<file path="config.mk">
export PLATFORM = sky130hd
export DESIGN_NAME = framebuffer_swap_ctrl
export DESIGN_NICKNAME = d
export VERILOG_FILES = /design/src/rtl/framebuffer_swap_ctrl.sv
export SDC_FILE = /design/constraint.sdc
export NUM_CORES = 1
export LEC_CHECK = 0
export BUFFER_PORTS_ARGS = -buffer_cell sky130_fd_sc_hd__buf_4
export CAP_MARGIN = 10
export CORE_MARGIN = 10
export CORE_UTILIZATION = 53
export DETAILED_ROUTE_END_ITERATION = 16
export GPL_TIMING_DRIVEN = 0
export PLACE_DENSITY = 0.82
export SETUP_SLACK_MARGIN = 0.5
export SYNTH_ARGS = -nofsm -noshare
export SYNTH_HDL_FRONTEND = slang
export SYNTH_SLANG_ARGS = --single-unit
export TNS_END_PERCENT = 1
</file>
<file path="constraint.sdc">
create_clock -name clk -period 2.6 [get_ports clk]
set_input_delay 0.39 -clock clk [delete_from_list [all_inputs] [get_ports clk]]
set_output_delay 0.39 -clock clk [all_outputs]
set_load 0.05 [all_outputs]
</file>
<file path="src/rtl/framebuffer_swap_ctrl.sv">
// framebuffer_swap_ctrl
//
// Double-buffer controller between a pixel renderer and a scanout engine.
// The renderer writes into the back buffer with zero latency while the
// controller is idle. When the renderer signals frame completion, the
// controller waits for vertical blanking, flips the front/back buffer
// selection, counts the swap and (optionally) sweeps the new back buffer
// with CLEAR_COLOR before handing it back to the renderer.
//
// Ports:
//   clk         sole clock, rising edge
//   rst         synchronous, active-high reset
//   vblank      scanout is in vertical blanking
//   swap_req    renderer frame-complete pulse
//   rend_we     renderer write strobe
//   rend_addr   renderer pixel address
//   rend_data   renderer pixel value
//   rend_ready  renderer writes are accepted this cycle
//   swap_busy   swap pending or clear sweep in progress
//   front_sel   buffer index read by scanout
//   wr_en       buffer write enable
//   wr_sel      buffer index written
//   wr_addr     buffer write address
//   wr_data     buffer write data
//   swap_count  completed swaps, modulo 256
//   addr_err    sticky flag: an out-of-range renderer write was dropped
module framebuffer_swap_ctrl #(
  parameter int WIDTH      = 160,
  parameter int HEIGHT     = 120,
  parameter int DATA_WIDTH = 12,
  parameter int ADDR_WIDTH = $clog2(WIDTH * HEIGHT),
  parameter logic [DATA_WIDTH-1:0] CLEAR_COLOR = '0,
  parameter bit CLEAR_EN   = 1'b1
) (
  input  logic                  clk,
  input  logic                  rst,
  input  logic                  vblank,
  input  logic                  swap_req,
  input  logic                  rend_we,
  input  logic [ADDR_WIDTH-1:0] rend_addr,
  input  logic [DATA_WIDTH-1:0] rend_data,
  output logic                  rend_ready,
  output logic                  swap_busy,
  output logic                  front_sel,
  output logic                  wr_en,
  output logic                  wr_sel,
  output logic [ADDR_WIDTH-1:0] wr_addr,
  output logic [DATA_WIDTH-1:0] wr_data,
  output logic [7:0]            swap_count,
  output logic                  addr_err
);

  typedef enum logic [1:0] {
    IDLE,
    WAIT_VBLANK,
    SWAP,
    CLEAR
  } state_t;

  localparam int PIXELS = WIDTH * HEIGHT;
  localparam int LIMIT_WIDTH = ADDR_WIDTH + 1;

  // One extra bit so the pixel count still fits when it is an exact power of two.
  localparam logic [ADDR_WIDTH:0]   PIXEL_LIMIT = LIMIT_WIDTH'(PIXELS);
  localparam logic [ADDR_WIDTH-1:0] LAST_ADDR   = ADDR_WIDTH'(PIXELS - 1);
  localparam logic [ADDR_WIDTH-1:0] ADDR_ONE    = ADDR_WIDTH'(1);

  state_t                state;
  logic [ADDR_WIDTH-1:0] clear_addr;
  logic                  busy_q;
  logic                  front_q;
  logic                  err_q;
  logic [7:0]            count_q;
  logic                  addr_ok;

  assign addr_ok = ({1'b0, rend_addr} < PIXEL_LIMIT);

  // Control FSM. busy_q is updated together with every state transition so
  // swap_busy is a registered copy of "state is not IDLE" with no decode
  // glitches. Renderer strobes and swap requests only matter in IDLE;
  // vblank only matters while waiting for it.
  always_ff @(posedge clk) begin
    if (rst) begin
      state      <= IDLE;
      busy_q     <= 1'b0;
      front_q    <= 1'b0;
      err_q      <= 1'b0;
      count_q    <= 8'd0;
      clear_addr <= '0;
    end else begin
      case (state)
        IDLE: begin
          if (rend_we && !addr_ok) begin
            err_q <= 1'b1;
          end
          if (swap_req) begin
            state  <= WAIT_VBLANK;
            busy_q <= 1'b1;
          end
        end
        WAIT_VBLANK: begin
          if (vblank) begin
            state <= SWAP;
          end
        end
        SWAP: begin
          front_q    <= ~front_q;
          count_q    <= count_q + 8'd1;
          clear_addr <= '0;
          if (CLEAR_EN) begin
            state <= CLEAR;
          end else begin
            state  <= IDLE;
            busy_q <= 1'b0;
          end
        end
        CLEAR: begin
          if (clear_addr == LAST_ADDR) begin
            state  <= IDLE;
            busy_q <= 1'b0;
          end else begin
            clear_addr <= clear_addr + ADDR_ONE;
          end
        end
        default: begin
          state  <= IDLE;
          busy_q <= 1'b0;
        end
      endcase
    end
  end

  // Buffer write port. In IDLE the renderer drives the back buffer directly
  // (same-cycle pass-through, out-of-range addresses dropped); during CLEAR
  // the sweep owns the port. wr_sel always points at the back buffer, which
  // after a swap is the buffer scanout just released.
  always_comb begin
    rend_ready = 1'b0;
    wr_en      = 1'b0;
    wr_sel     = ~front_q;
    wr_addr    = rend_addr;
    wr_data    = rend_data;
    case (state)
      IDLE: begin
        rend_ready = 1'b1;
        wr_en      = rend_we && addr_ok;
      end
      CLEAR: begin
        wr_en   = 1'b1;
        wr_addr = clear_addr;
        wr_data = CLEAR_COLOR;
      end
      default: begin
      end
    endcase
  end

  assign swap_busy  = busy_q;
  assign front_sel  = front_q;
  assign swap_count = count_q;
  assign addr_err   = err_q;

endmodule

</file>
* Yosys cells after proc, flatten, opt, wreduce, memory -nomap -nowiden
Index checks and enable logic that the tools add are counted.
** Operators by class
- Mux-type cells :: 13
- $lt $le $gt $ge :: 1
- Multiply operators :: 0
- Add/subtract/negate cells :: 2
- Div/mod/pow operators :: 0
- Shift operators :: 0
- Reduce and logical (&&, ||, !) cells :: 10
- Bitwise gates (word level) :: 1
- Eq/ne operators :: 8
** Operators with widths (number)
- 2-to-1 mux 15 bit :: 2
- case mux 15 bit (2 select lines) :: 1
- adder 15 x 1 -> 15 bit (second input constant) :: 1
- == test 15 bit (second input constant) :: 1
- < comparator 15 bit (second input constant) :: 1
- 2-to-1 mux 12 bit :: 1
- adder 8 x 1 -> 8 bit (second input constant) :: 1
- != test 2 bit (second input constant) :: 4
- case mux 2 bit (4 select lines) :: 1
- 2-to-1 mux 2 bit :: 3
- AND reduction 3 bit :: 2
- == test 2 bit (second input constant) :: 2
- case mux 1 bit (2 select lines) :: 2
- AND reduction 2 bit :: 2
- nonzero test 2 bit :: 2
- 2-to-1 mux 1 bit :: 3
- == test 2 x 1 -> 1 bit (second input constant) :: 1
- logical AND 1 bit :: 2
- zero test 2 bit :: 1
- zero test 1 bit :: 1
- inverter 1 bit :: 1
** Storage, ports and cells
- Bits in read-only memories :: 0
- Bits in latches :: 0
- Word-level logic and storage cells :: 41
- Register bits :: 28
- Output and inout bits :: 41
- Memory bits (writable) :: 0
- Input port bits :: 32
- Memories :: 0

* Logic depth before layout (Yosys ltp)
- Depth after elaboration :: 4
- Depth in mapped cells :: 7
- Depth with buffers taken out :: 6

* Worst setup path before layout
OpenSTA, ideal clock, no wires.
- Path type :: register to output
- Start :: register state[0]
- End :: output port wr_en
- Setup slack :: -0.086 ns
- Required time :: 2.210 ns
- Buffers on the path :: 0
- Stages on the path, launching flop included :: 5
- Arrival :: 2.296 ns
- Cells stage by stage :: dfxtp_1 > inv_1 > ha_1 > a21oi_1 > a211oi_1
** Between the ends
- Longest elaborated chain between the ends :: 2
- Elaborated cells on any way between the ends :: 3
- Those cells by class :: eq/ne: 1; mux: 1; reduce/logical: 1
** RTL lines
- start, declared :: line 68 : state_t state;
- start signal, assigned :: line 84 : state <= IDLE;
- start signal, assigned :: line 97 : state <= WAIT_VBLANK;
- start signal, assigned :: line 103 : state <= SWAP;
- == test 2 bit or zero test 2 bit (tied branches) :: line 143 : case (state)
- case mux 1 bit (2 select lines) (*) :: line 143
- end, declared :: line 45 : output logic wr_en,
Every way passes the cells marked *; elsewhere a longest branch is shown, timed or not.

* Worst setup path after layout
- Start :: register state[1]
- End :: output port wr_addr[9]
** Between the ends
- Longest elaborated chain between the ends :: 2
** RTL lines
- == test 2 bit :: line 143
- 2-to-1 mux 15 bit :: line 143
- end, declared :: line 47 : output logic [ADDR_WIDTH-1:0] wr_addr,
Every way passes these cells.

==> impl_metrics.yaml <==
die:
  core_region_area_um2: 3390
  die_w_um: 79.83
  start_util_pct: 55.96
  die_area_um2: 6372
  die_height_um: 79.83
  io_pins: 73
  rows: 21
worst_hold_path:
  hold_path_class: "input pin to register"
  hold_path_end: "addr_err"
  min_path_cells: 3
  min_from: "rend_we"
grt:
  grt_pass1_wl_um: 9342
  antenna_found_initial: 0
  grt.total_usage_pct: 17.76
  gr-total-overflow: 0
  grt_max_degree: 15
  grt_pass1_vias: 1955
placement:
  dp_hpwl_um: 4487
  placed_cells: 345
  gp_congestion: 0.8947
  port_buffers: 72
drt:
  drc_errors: 0
  wirelength_um: 6099
  vias_per_cell: 5.758
  drt_iter0_drc: 186
  drt_first_pass_iters: 4
  wl_per_cell_um: 17.13
  vias: 2050
  postRouteAntennaNets: 0
synthesis:
  ys_seq_area_share_pct: 29.55
  yosysWarningCount: 0
  syn_avg_cell_area_um2: 8.356
  synth.distinct_cells: 50
  synth-seq-cells: 28
  synth_area_um2: 1897
  synthCells: 227
  syn-num-nets: 265
  synth-edff-count: 0
  ys_async_sr_fraction_pct: 0
  synth_ff_type: "dfxtp_1"
cells_and_area:
  area_growth_pct: 42.15
  fillerInstances: 233
  final_common_cell: "buf_4"
  antennaDiodeCount: 0
  layout-drive-gt1-share_pct: 40.32
  final_cell_mix: "buf_4, dfxtp_1, nor2_1"
  fin_nets: 350
  fin_cells: 356
  final_core_util_pct: 79.55
sta:
  fin_crit_ns: 2.056
  setup_viol: 0
  whs_ns: 0.3222
  slew_headroom_pct: 52.34
  post-route-period-util_pct: 79.06
  fmax_mhz: 486.5
  finalMaxSlewViolations: 0
  tns_ns: 0
  fin_skew_ns: 0.002409
  worstMarginPinSlew_ns: 0.7123
  hold_viol_final: 0
  rsz0062_at_grt: "no"
setup_path:
  endpoint_kind: "output pin"
  rr_endpoint: "clear_addr[9]"
  r2r_slack_ns: 0.74
  critPathLaunchType: "register"
  reg2reg_from: "state[1]"
  worstPathMaxFanout: 7
  crit_type: "register to output pin"
  cp.arrival_ns: 1.67
  crit_required_ns: 2.21
  reg2regPathDepth: 6
clocking:
  clock_path_buffers: 2
  cts_tree: "done"
  numCtsBuffers: 3
  htreeDepth: 1
  cts_root_buf: "clkbuf_4"
  insertion_delay_ns: 0.33
  clk_pin_slew_ns: 0.15
  cts.sinks: 28
outcome:
  status: "finished clean"
power:
  power_uw: 1825
  ir_drop_mv: 0.5313
  p_leak_uw: 0.001142
  power-per-cell-area_nw_per_um2: 676.7
job:
  cap_violations: 0
-- per-stage QoR --
step                      instance area [um^2]  setup slack [ns]
after floorplan                           1902            0.2514
after global placement                    2500            0.6081
after detailed placement                  2500            0.5624
after CTS                                 2591            0.5125
after global routing                      2696            0.4876
final                                     2696            0.5444
-- cells by family after synthesis --
logic type	Yosys count	synth area share, %
xor gates and xnor gates	6	2.770
AOI/OAI and AO/OA	50	19.92
buffers and inverters	23	6.266
muxes	15	8.641
adders and majority gates	6	3.958
DFF	28	29.55
and+or+nand+nor	99	28.89
-- what timing repair did --
action | 4_1_cts | 5_1_grt
gates cloned | 0 | 1
hold endpoints to repair | 0 | 0
setup buffers | 4 | 3
pin swaps | 0 | 1
resized for setup | 15 | 18
hold buffers | 0 | 0
setup endpoints to repair | 28 | 16
-- power by group --
group / total (uW) / internal (uW) / switching (uW)
registers: 519 / 473 / 45.5
clock network: 185 / 54.6 / 130
logic: 1120 / 417 / 705
-- routing by layer --
metal,vias to the layer above,global-route usage [%],wire (um),part of all wire [%]
li1,983,-,-,-
met1,947,20.30,2547,42
met2,113,29.45,2739,45
met3,7,7.545,738,12
met4,0,5.106,74,1.2
met5,-,0,0,0
-- final cells by class --
| type | count | area [um^2] | area share, % |
|---|---|---|---|
| plain buffers | 12 | 118.9 | 4.408 |
| repair buffers | 80 | 648.1 | 24.04 |
| inverters | 11 | 41.29 | 1.531 |
| flip-flops and latches | 28 | 565.5 | 20.97 |
| well taps | 46 | 57.56 | 2.135 |
| multi-input cells | 176 | 1242 | 46.08 |
| clock buffers | 3 | 22.52 | 0.8353 |
-- worst max-delay path by stage --
| stage | startpoint | end |
|---|---|---|
| global route | state[1] | wr_en |
| global placement | state[0] | wr_en |
| floorplan | state[0] | wr_addr[11] |
| finish | state[1] | wr_addr[9] |
| detailed placement | state[0] | wr_en |
| CTS | state[0] | wr_addr[8] |
-- registers in the layout (all words and copies together) (netlist names) --
| register | flops |
|---|---|
| swap_count | 8 |
| addr_err | 1 |
| state | 2 |
| swap_busy | 1 |
| clear_addr | 15 |
| front_sel | 1 |
-- cell usage after synthesis (2+ instances only) --
cell | instances | area, um^2
nor2b_1 | 17 | 106.4
buf_6 | 3 | 33.78
o21ai_0 | 13 | 65.06
a41oi_1 | 2 | 17.52
or3_1 | 3 | 18.77
inv_1 | 10 | 37.54
and3_4 | 3 | 33.78
o311ai_2 | 2 | 32.53
and3_1 | 4 | 25.02
nand2_1 | 18 | 67.56
a31oi_1 | 6 | 37.54
buf_2 | 5 | 25.02
mux2_2 | 11 | 123.9
mux2i_1 | 4 | 40.04
and2_1 | 3 | 18.77
xnor2_1 | 2 | 17.52
nor3_1 | 4 | 20.02
or2_2 | 2 | 12.51
nor2_1 | 22 | 82.58
and4_1 | 2 | 17.52
nand4_1 | 7 | 43.79
a21o_1 | 2 | 15.01
a21oi_1 | 11 | 55.05
nand3_1 | 9 | 45.04
dfxtp_1 | 28 | 560.5
ha_1 | 6 | 75.07
xor2_1 | 4 | 35.03
clkbuf_1 | 2 | 7.510
-- worst max-delay path, stage by stage, from the launching register on --
cell     delay (ns)
dfxtp_2        0.40
ha_4           0.14
buf_8          0.13
buf_8          0.13
mux2_2         0.33
buf_4          0.19
Note: power is estimated with default switching activity, not from simulation.
